$ cat config.mk
export PLATFORM = sky130hd
export DESIGN_NAME = seg7_scan_ctrl
export DESIGN_NICKNAME = d
export VERILOG_FILES = /design/src/rtl/seg7_scan_ctrl.sv
export SDC_FILE = /design/constraint.sdc
export NUM_CORES = 1
export LEC_CHECK = 0
export CAP_MARGIN = 20
export CORE_ASPECT_RATIO = 0.8
export CORE_MARGIN = 2
export CORE_UTILIZATION = 55
export DETAILED_ROUTE_END_ITERATION = 10
export PLACE_DENSITY_LB_ADDON = 0.12
export SYNTH_ARGS = -nofsm -noshare
export SYNTH_HDL_FRONTEND = slang
export SYNTH_SLANG_ARGS = --single-unit
$ cat constraint.sdc
create_clock -name clk -period 4.95 [get_ports clk]
set_input_delay 0.495 -clock clk [delete_from_list [all_inputs] [get_ports clk]]
set_output_delay 0.495 -clock clk [all_outputs]
set_load 0.02 [all_outputs]
$ cat src/rtl/seg7_scan_ctrl.sv
// Multiplexed common-anode 7-segment driver: hex/decimal display, leading-zero blanking,
// per-digit decimal points, 16-level PWM. Optional per-digit blink under SEG7_BLINK_EN.
module seg7_scan_ctrl #(
    parameter int NUM_DIGITS     = 4,
    parameter int REFRESH_CYCLES = 100000,
    parameter int BLINK_CYCLES   = 50000000
) (
    input  logic                    clk,
    input  logic                    rst,
    input  logic [4*NUM_DIGITS-1:0] value,
    input  logic                    load,
    input  logic                    mode,
    input  logic                    blank_lz,
    input  logic [NUM_DIGITS-1:0]   dp_in,
    input  logic [3:0]              brightness,
`ifdef SEG7_BLINK_EN
    input  logic [NUM_DIGITS-1:0]   blink,
`endif
    output logic [6:0]              seg,
    output logic                    dp,
    output logic [NUM_DIGITS-1:0]   an,
    output logic                    busy
);
    // state    | meaning
    // ST_IDLE  | waiting for a load (live or pending)
    // ST_SHIFT | double-dabble add-3-then-shift iterations
    // ST_DONE  | write BCD result, chain a pending decimal request
    localparam int W      = 4 * NUM_DIGITS;
    localparam int IDX_W  = (NUM_DIGITS > 1) ? $clog2(NUM_DIGITS) : 1;
    localparam int TMR_W  = $clog2(REFRESH_CYCLES);
    localparam int ITER_W = $clog2(W);

    localparam logic [IDX_W-1:0]  LAST_IDX  = IDX_W'(NUM_DIGITS - 1);
    localparam logic [TMR_W-1:0]  TMR_LAST  = TMR_W'(REFRESH_CYCLES - 1);
    localparam logic [ITER_W-1:0] ITER_LAST = ITER_W'(W - 1);
    localparam logic [W-1:0]      MAX_DEC   = W'(10**NUM_DIGITS - 1);

    localparam logic [1:0] ST_IDLE  = 2'd0;
    localparam logic [1:0] ST_SHIFT = 2'd1;
    localparam logic [1:0] ST_DONE  = 2'd2;

    if (NUM_DIGITS < 1 || NUM_DIGITS > 8 || REFRESH_CYCLES < 16 || BLINK_CYCLES < 1) begin : g_bad_params
        $error("seg7_scan_ctrl: parameter out of range");
    end

    logic [1:0]        state;
    logic [W-1:0]      disp_reg;
    logic              ovf;
    logic              blank_q;
    logic [W-1:0]      bin_sr;
    logic [W-1:0]      bcd_sr;
    logic [W-1:0]      bcd_adj;
    logic [ITER_W-1:0] iter_cnt;
    logic              conv_blank;
    logic              pend_valid;
    logic [W-1:0]      pend_value;
    logic              pend_mode;
    logic              pend_blank;

    logic              req_valid;
    logic              req_conv;
    logic [W-1:0]      req_value;
    logic              req_mode;
    logic              req_blank;

    // A live load always supersedes an older pending request.
    always_comb begin
        req_value = pend_value;
        req_mode  = pend_mode;
        req_blank = pend_blank;
        if (load) begin
            req_value = value;
            req_mode  = mode;
            req_blank = blank_lz;
        end
    end

    assign req_valid = load | pend_valid;
    assign req_conv  = req_valid & req_mode & (req_value <= MAX_DEC);

    always_comb begin
        bcd_adj = bcd_sr;
        for (int i = 0; i < NUM_DIGITS; i++)
            if (bcd_sr[4*i +: 4] >= 4'd5) bcd_adj[4*i +: 4] = bcd_sr[4*i +: 4] + 4'd3;
    end

    always_ff @(posedge clk) begin
        if (rst) begin
            state      <= ST_IDLE;
            busy       <= 1'b0;
            disp_reg   <= '0;
            ovf        <= 1'b0;
            blank_q    <= 1'b0;
            bin_sr     <= '0;
            bcd_sr     <= '0;
            iter_cnt   <= '0;
            conv_blank <= 1'b0;
            pend_valid <= 1'b0;
            pend_value <= '0;
            pend_mode  <= 1'b0;
            pend_blank <= 1'b0;
        end else begin
            case (state)
                ST_IDLE: begin
                    if (req_valid) begin
                        pend_valid <= 1'b0;
                        if (req_conv) begin
                            state      <= ST_SHIFT;
                            busy       <= 1'b1;
                            bin_sr     <= req_value;
                            bcd_sr     <= '0;
                            iter_cnt   <= ITER_LAST;
                            conv_blank <= req_blank;
                        end else if (req_mode) begin
                            ovf <= 1'b1;
                        end else begin
                            disp_reg <= req_value;
                            ovf      <= 1'b0;
                            blank_q  <= req_blank;
                        end
                    end
                end
                ST_SHIFT: begin
                    if (load) begin
                        pend_valid <= 1'b1;
                        pend_value <= value;
                        pend_mode  <= mode;
                        pend_blank <= blank_lz;
                    end
                    bcd_sr <= {bcd_adj[W-2:0], bin_sr[W-1]};
                    bin_sr <= {bin_sr[W-2:0], 1'b0};
                    if (iter_cnt == '0) state <= ST_DONE;
                    else                iter_cnt <= iter_cnt - 1'b1;
                end
                ST_DONE: begin
                    disp_reg <= bcd_sr;
                    ovf      <= 1'b0;
                    blank_q  <= conv_blank;
                    if (req_conv) begin
                        state      <= ST_SHIFT;
                        pend_valid <= 1'b0;
                        bin_sr     <= req_value;
                        bcd_sr     <= '0;
                        iter_cnt   <= ITER_LAST;
                        conv_blank <= req_blank;
                    end else begin
                        // hex or overflowing requests are handled from IDLE next cycle
                        state <= ST_IDLE;
                        busy  <= 1'b0;
                        if (load) begin
                            pend_valid <= 1'b1;
                            pend_value <= value;
                            pend_mode  <= mode;
                            pend_blank <= blank_lz;
                        end
                    end
                end
                default: begin
                    state <= ST_IDLE;
                    busy  <= 1'b0;
                end
            endcase
        end
    end

    logic [TMR_W-1:0] timer;
    logic [IDX_W-1:0] idx;
    logic [3:0]       pwm_cnt;

    always_ff @(posedge clk) begin
        if (rst) begin
            timer   <= '0;
            idx     <= '0;
            pwm_cnt <= 4'd0;
        end else begin
            pwm_cnt <= pwm_cnt + 4'd1;
            if (timer == TMR_LAST) begin
                timer <= '0;
                idx   <= (idx == LAST_IDX) ? '0 : idx + 1'b1;
            end else begin
                timer <= timer + 1'b1;
            end
        end
    end

    logic blink_off;
`ifdef SEG7_BLINK_EN
    localparam int BLK_W = (BLINK_CYCLES > 1) ? $clog2(BLINK_CYCLES) : 1;
    logic [BLK_W-1:0] blink_cnt;
    logic             blink_phase;

    always_ff @(posedge clk) begin
        if (rst) begin
            blink_cnt   <= '0;
            blink_phase <= 1'b0;
        end else if (blink_cnt == BLK_W'(BLINK_CYCLES - 1)) begin
            blink_cnt   <= '0;
            blink_phase <= ~blink_phase;
        end else begin
            blink_cnt <= blink_cnt + 1'b1;
        end
    end

    assign blink_off = blink_phase & blink[idx];
`else
    assign blink_off = 1'b0;
`endif

    function automatic logic [6:0] hex_glyph(input logic [3:0] d);
        case (d)
            4'h0: hex_glyph = 7'h40;  4'h1: hex_glyph = 7'h79;
            4'h2: hex_glyph = 7'h24;  4'h3: hex_glyph = 7'h30;
            4'h4: hex_glyph = 7'h19;  4'h5: hex_glyph = 7'h12;
            4'h6: hex_glyph = 7'h02;  4'h7: hex_glyph = 7'h78;
            4'h8: hex_glyph = 7'h00;  4'h9: hex_glyph = 7'h10;
            4'hA: hex_glyph = 7'h08;  4'hB: hex_glyph = 7'h03;
            4'hC: hex_glyph = 7'h46;  4'hD: hex_glyph = 7'h21;
            4'hE: hex_glyph = 7'h06;  default: hex_glyph = 7'h0E;
        endcase
    endfunction

    logic [IDX_W-1:0]      msd;
    logic [3:0]            nibble;
    logic                  blanked;
    logic [NUM_DIGITS-1:0] an_next;

    always_comb begin
        msd = '0;
        for (int i = 1; i < NUM_DIGITS; i++)
            if (disp_reg[4*i +: 4] != 4'd0) msd = IDX_W'(i);
    end

    assign nibble  = disp_reg[{idx, 2'b00} +: 4];
    assign blanked = blank_q & ~ovf & (idx > msd);

    always_comb begin
        an_next = '1;
        if (!blanked && !blink_off && pwm_cnt <= brightness) an_next[idx] = 1'b0;
    end

    always_ff @(posedge clk) begin
        if (rst) begin
            seg <= 7'h7F;
            dp  <= 1'b1;
            an  <= '1;
        end else begin
            seg <= blanked ? 7'h7F : (ovf ? 7'h3F : hex_glyph(nibble));
            dp  <= blanked | ~dp_in[idx];
            an  <= an_next;
        end
    end
endmodule
Yosys cells after proc, flatten, opt, wreduce, memory -nomap -nowiden. Memory sizes are Yosys's and may differ from the RTL's. Index checks and enable logic that the tools add are counted.

Memories kept: 1. Latch bits: 0. Bits in writable memories: 0. Memory bits (read-only): 112. Output and inout bits: 13. Bits of input ports: 29. Word-level logic and storage cells: 144. Register bits: 112.

Memories: (no name shown) (depth 16, width 7, read ports 1, clocked after memory_dff 0, wr ports 0, RTL line 210) `case (d)`.

$lt $le $gt $ge: 9. Div/mod/pow operators: 0. Reductions and logical operators: 23. $mul: 0. Multiplexer cells: 60. Bitwise logic cells: 11. Add/sub/neg operators: 8. Shift-type cells: 1. Equal/unequal tests: 11.

Operators by type and width (number): 16-bit 2-to-1 mux (9); 16-bit one-hot mux with 3 select lines (2); 16-bit one-hot mux with 2 select lines (2); 4-bit 2-to-1 mux (6); 1-bit 2-to-1 mux (22); 17-bit by 1-bit adder with 17-bit output (second input constant) (1); 17-bit equality test (second input constant) (1); 4-bit by 3-bit >= comparator with 1-bit output (second input constant) (4); 16-bit by 14-bit less-or-equal comparator with 1-bit output (second input constant) (1); 16-bit by 5-bit indexed part select with 4-bit output (1); 2-bit inequality test (second input constant) (7); 4-bit by 2-bit adder with 4-bit output (second input constant) (3); 2-bit 2-to-1 mux (6); 4-bit one-hot mux with 3 select lines (1); 4-bit nonzero test (3); 1-bit one-hot mux with 2 select lines (5); 3-bit AND reduction (3); 4-bit AND reduction (2); 7-bit 2-to-1 mux (1); 1-bit one-hot mux with 3 select lines (2); 2-bit one-hot mux with 3 select lines (1); 2-bit AND reduction (3); 2-bit OR reduction (3); 4-bit by 1-bit adder with 4-bit output (second input constant) (1); 23 further kinds (33).

Longest topological paths before layout.
Depth in word-level cells: 10. Mapped depth: 10. Gate-level depth less buffers: 8.

Worst setup path before layout. Ideal clock, no wire load.

Path kind: reg2reg. Start point: reg idx[1]. End point: reg seg[3]. Data arrival time: 2.295 ns. Buffers on the path: 1. Path slack: 2.528 ns. Period minus slack after synthesis: 2.422 ns. Setup time: 0.127 ns. Stages on the path, launching flop included: 8. Cell sequence: dfxtp_1 > clkbuf_1 > mux4_2 > inv_1 > ha_1 > inv_1 > mux4_2 > or3_1.

Word-level cells in the longest chain between the ends: 3. Elaborated cells on any way between the ends: 5. Those cells by class: order compare (1); shift (1); bitwise (1); reduce/logical (1); memory (1).

RTL lines: start, declared (RTL line 167) `logic [IDX_W-1:0] idx;`; start signal, assigned (RTL line 179) `idx <= (idx == LAST_IDX) ? '0 : idx + 1'b1;`; parallel branches: the longest is 3 deep, another holds memory read 16 x 7 bit; end signal, assigned (RTL line 247) `seg <= blanked ? 7'h7F : (ovf ? 7'h3F : hex_glyph(nibble));`; end, declared (RTL line 19) `output logic [6:0] seg,`.

Several ways; the timed one is not identified. A chain may end at the register's enable or synchronous reset.

Final worst setup path.
Start point: in load. End point: reg bcd_sr[4].

Word-level cells in the longest chain between the ends: 6. Elaborated cells on any way between the ends: 11. Those cells by class: order compare (1); eq/ne (1); mux (5); bitwise (3); reduce/logical (1).

RTL lines: start, declared (RTL line 11) `input logic load,`; 16-bit 2-to-1 mux, or another cell as far along; 16-bit by 14-bit less-or-equal comparator with 1-bit output or 1-bit AND (tied branches) (RTL line 79) `assign req_conv = req_valid & req_mode & (req_value <= MAX_DEC);`; 1-bit AND (RTL line 79); 16-bit 2-to-1 mux (2 in a row); 16-bit one-hot mux with 3 select lines; end signal, assigned (RTL line 130) `bcd_sr <= {bcd_adj[W-2:0], bin_sr[W-1]};`; end, declared (RTL line 51) `logic [W-1:0] bcd_sr;`.

Several ways; a longest one is shown, not always the timed one. The select of a mux whose other input is x is not followed.

==> summary.md <==
| Metric | Value |
|---|---|
| Status | completed |
| Relative slew margins | 31.8% |
| Placer's final routability congestion estimate | 0.817 |
| Worst EP required | 5230 ps |
| Top FF cell, synth | dfxtp_1 |
| Setup TNS | 0 ps |
| Power, Total | 2.78 mW |
| Final worst clock skew | 7.81 ps |
| Seq cells post-synth | 112 |
| Fmax | 0.298 GHz |
| Most common cell after layout, fill and taps aside | nor2_1 |
| Syn_nets | 740 |
| Pwr dens | 437 mW/mm^2 |
| Slew @ Worst Pin | 1020 ps |
| CTS HTree Levels | 3 |
| Hold Path Class | reg -> reg |
| Max Buffers Root-to-Sink | 2 |
| Final min period | 3360 ps |
| Initial antenna violation count | 0 |
| Post-synth EDFFs | 0 |
| Maxcap violations | 0 |
| Global-route wire length before repair | 19.9 mm |
| Placement Cell Area | 0.00608 mm^2 |
| Num CTS Buffers | 9 |
| Root buffer cell | clkbuf_16 |
| Final instance area | 0.00636 mm^2 |
| PortBufs | 41 |
| Kind of critical path | in -> reg |
| Clock transition at path regs | 70 ps |
| CP endpoint kind | register |
| Placement Rows | 33 |
| Syn avg cell area | 8.28 um^2 |
| Area of the die | 0.0111 mm^2 |
| Final Hold Viols | 0 |
| Die height | 94.5 um |
| Final core occ | 62.8% |
| Largest net degree at the start of global routing | 63 |
| Effective utilization at floorplan | 55.7% |
| GRT overflow | 0 |
| CTS tree | yes |
| HPWL after DPL | 8.45 mm |
| Critical Path AT | 3630 ps |
| Final wirelength | 11.9 mm |
| Max reg flops | 17 |
| DR WL/cell | 14.1 um |
| Setup fix buffers added after clock tree synthesis | 0 |
| Diode count | 0 |
| Area leader, netlist | dfxtp_1 |
| DR pass1 iterations | 5 |
| Share of cells above drive strength 1 | 5.71% |
| Synthesized area | 0.00563 mm^2 |
| # resized after CTS | 0 |
| Leakage power | 2.36 nW |
| Ports | 42 |
| Latest clock arrival within the worst-skew pair | 350 ps |
| Post-route clock period utilization | 67.8% |
| CP Launch Type | primary input |
| Nets | 756 |
| Peak supply drop | 0.000206 V |
| Syn Inst Count | 680 |
| Vias/cell | 5.53 |
| X dimension of the die | 117 um |
| Core area | 0.0101 mm^2 |
| # hold bufs at CTS | 0 |
| 1st-iter DRT viols | 320 |
| Max-slew violations | 0 |
| Antenna-violating nets left | 0 |
| Critical-path maximum fanout | 23 |
| Top reg by flops | timer |
| Yosys warnings | 0 |
| Share of synthesized registers carrying an async set or reset | 0% |
| Vias in the first global route | 4,284 |
| Synth area leaders | dfxtp_1 40%, nor2_1 7.9%, ha_1 6.9% |
| GRT Total Usage | 22.6% |
| Residual DRC | 0 |
| Sequential area share after synthesis | 39.8% |
| CTS sink cnt | 112 |
| Synth cell types | 53 |
| Area delta synth->final | 12.9% |
| DR vias | 4,651 |
| Most frequent cells in the layout | 119 x nor2_1, 112 x dfxtp_1, 66 x a21oi_1 |
| Top cell type's share of synthesized area | 39.8% |
| RSZ-0062 raised after global routing | false |
| Final setup vio count | 0 |
## synthesized netlist by cell type, types with 3 or more instances
| master | n |
|---|---|
| a211oi_1 | 32 |
| o21ai_0 | 33 |
| nor3_1 | 14 |
| nor2b_1 | 3 |
| ha_1 | 31 |
| or2_2 | 4 |
| dfxtp_1 | 112 |
| inv_1 | 24 |
| xnor2_1 | 11 |
| or4_1 | 6 |
| mux4_2 | 6 |
| nand4_1 | 8 |
| or3_1 | 4 |
| o21a_1 | 3 |
| mux2i_1 | 20 |
| buf_2 | 8 |
| o211ai_1 | 4 |
| nand2_1 | 55 |
| xor2_1 | 13 |
| o21bai_1 | 3 |
| buf_1 | 7 |
| nand3_1 | 19 |
| nand2b_1 | 10 |
| a21oi_1 | 66 |
| nand3b_1 | 4 |
| clkbuf_1 | 24 |
| nor2_1 | 119 |
## per-stage QoR
stage               hold slack, ps  worst slack (ps)  instances
finish                         440              1590        841
global route                   475              1380        841
CTS                            444              1610        841
detailed placement             433              1250        825
global placement               425              1290        825
floorplan                      413              2530        680
## worst paths after layout
kind,cells after the start,slack [ps],from,end
worst min register to register,1,440,timer[0],timer[0]
worst max register to register,7,2280,pend_value[15],bcd_sr[4]
worst max-delay path,9,1590,load,bcd_sr[4]
worst min-delay path,1,440,timer[0],timer[0]
## cell type report
class                   count  area (um^2)
clock inverters             6         52.6
clock buffers              10          229
fillers                   899         3760
repair buffers             47          450
flip-flops and latches    112         2240
multi-input cells         501         3110
well taps                 140          175
inverters                  25         93.8
## power by group
| group | switching [mW] | internal, mW | total (mW) |
|---|---|---|---|
| Sequential | 0.0969 | 1.06 | 1.16 |
| Combinational | 0.571 | 0.363 | 0.934 |
| Clock | 0.337 | 0.350 | 0.687 |
## cell families after synthesis
kind of cell / after synthesis / share of synthesized area (%)
flip-flops: 112 / 39.8
AND/OR/NAND/NOR: 255 / 20.3
XOR/XNOR: 24 / 3.73
multiplexers: 30 / 6.80
adder cells (fa/ha/maj): 31 / 6.89
AO/OA/AOI/OAI: 161 / 17.6
buffers and inverters: 67 / 4.91
## worst max-delay path: stages
cell and delay (ps):
clkdlybuf4s50_1 680, buf_4 360, nand2b_1 150, o2111ai_1 130, a211oi_2 720, a22oi_1 200, buf_4 250, or4_1 520
a21oi_1 130
## layer usage
metal / vias to the layer above / global-route usage (%) / part of all wire (%)
li1: 2403 / - / -
met1: 2163 / 31.7 / 50
met3: 15 / 5.46 / 3.6
met4: 0 / 7.65 / 1.8
met2: 70 / 34.2 / 45
met5: - / 0 / 0
Note: power is estimated with default switching activity, not from simulation.
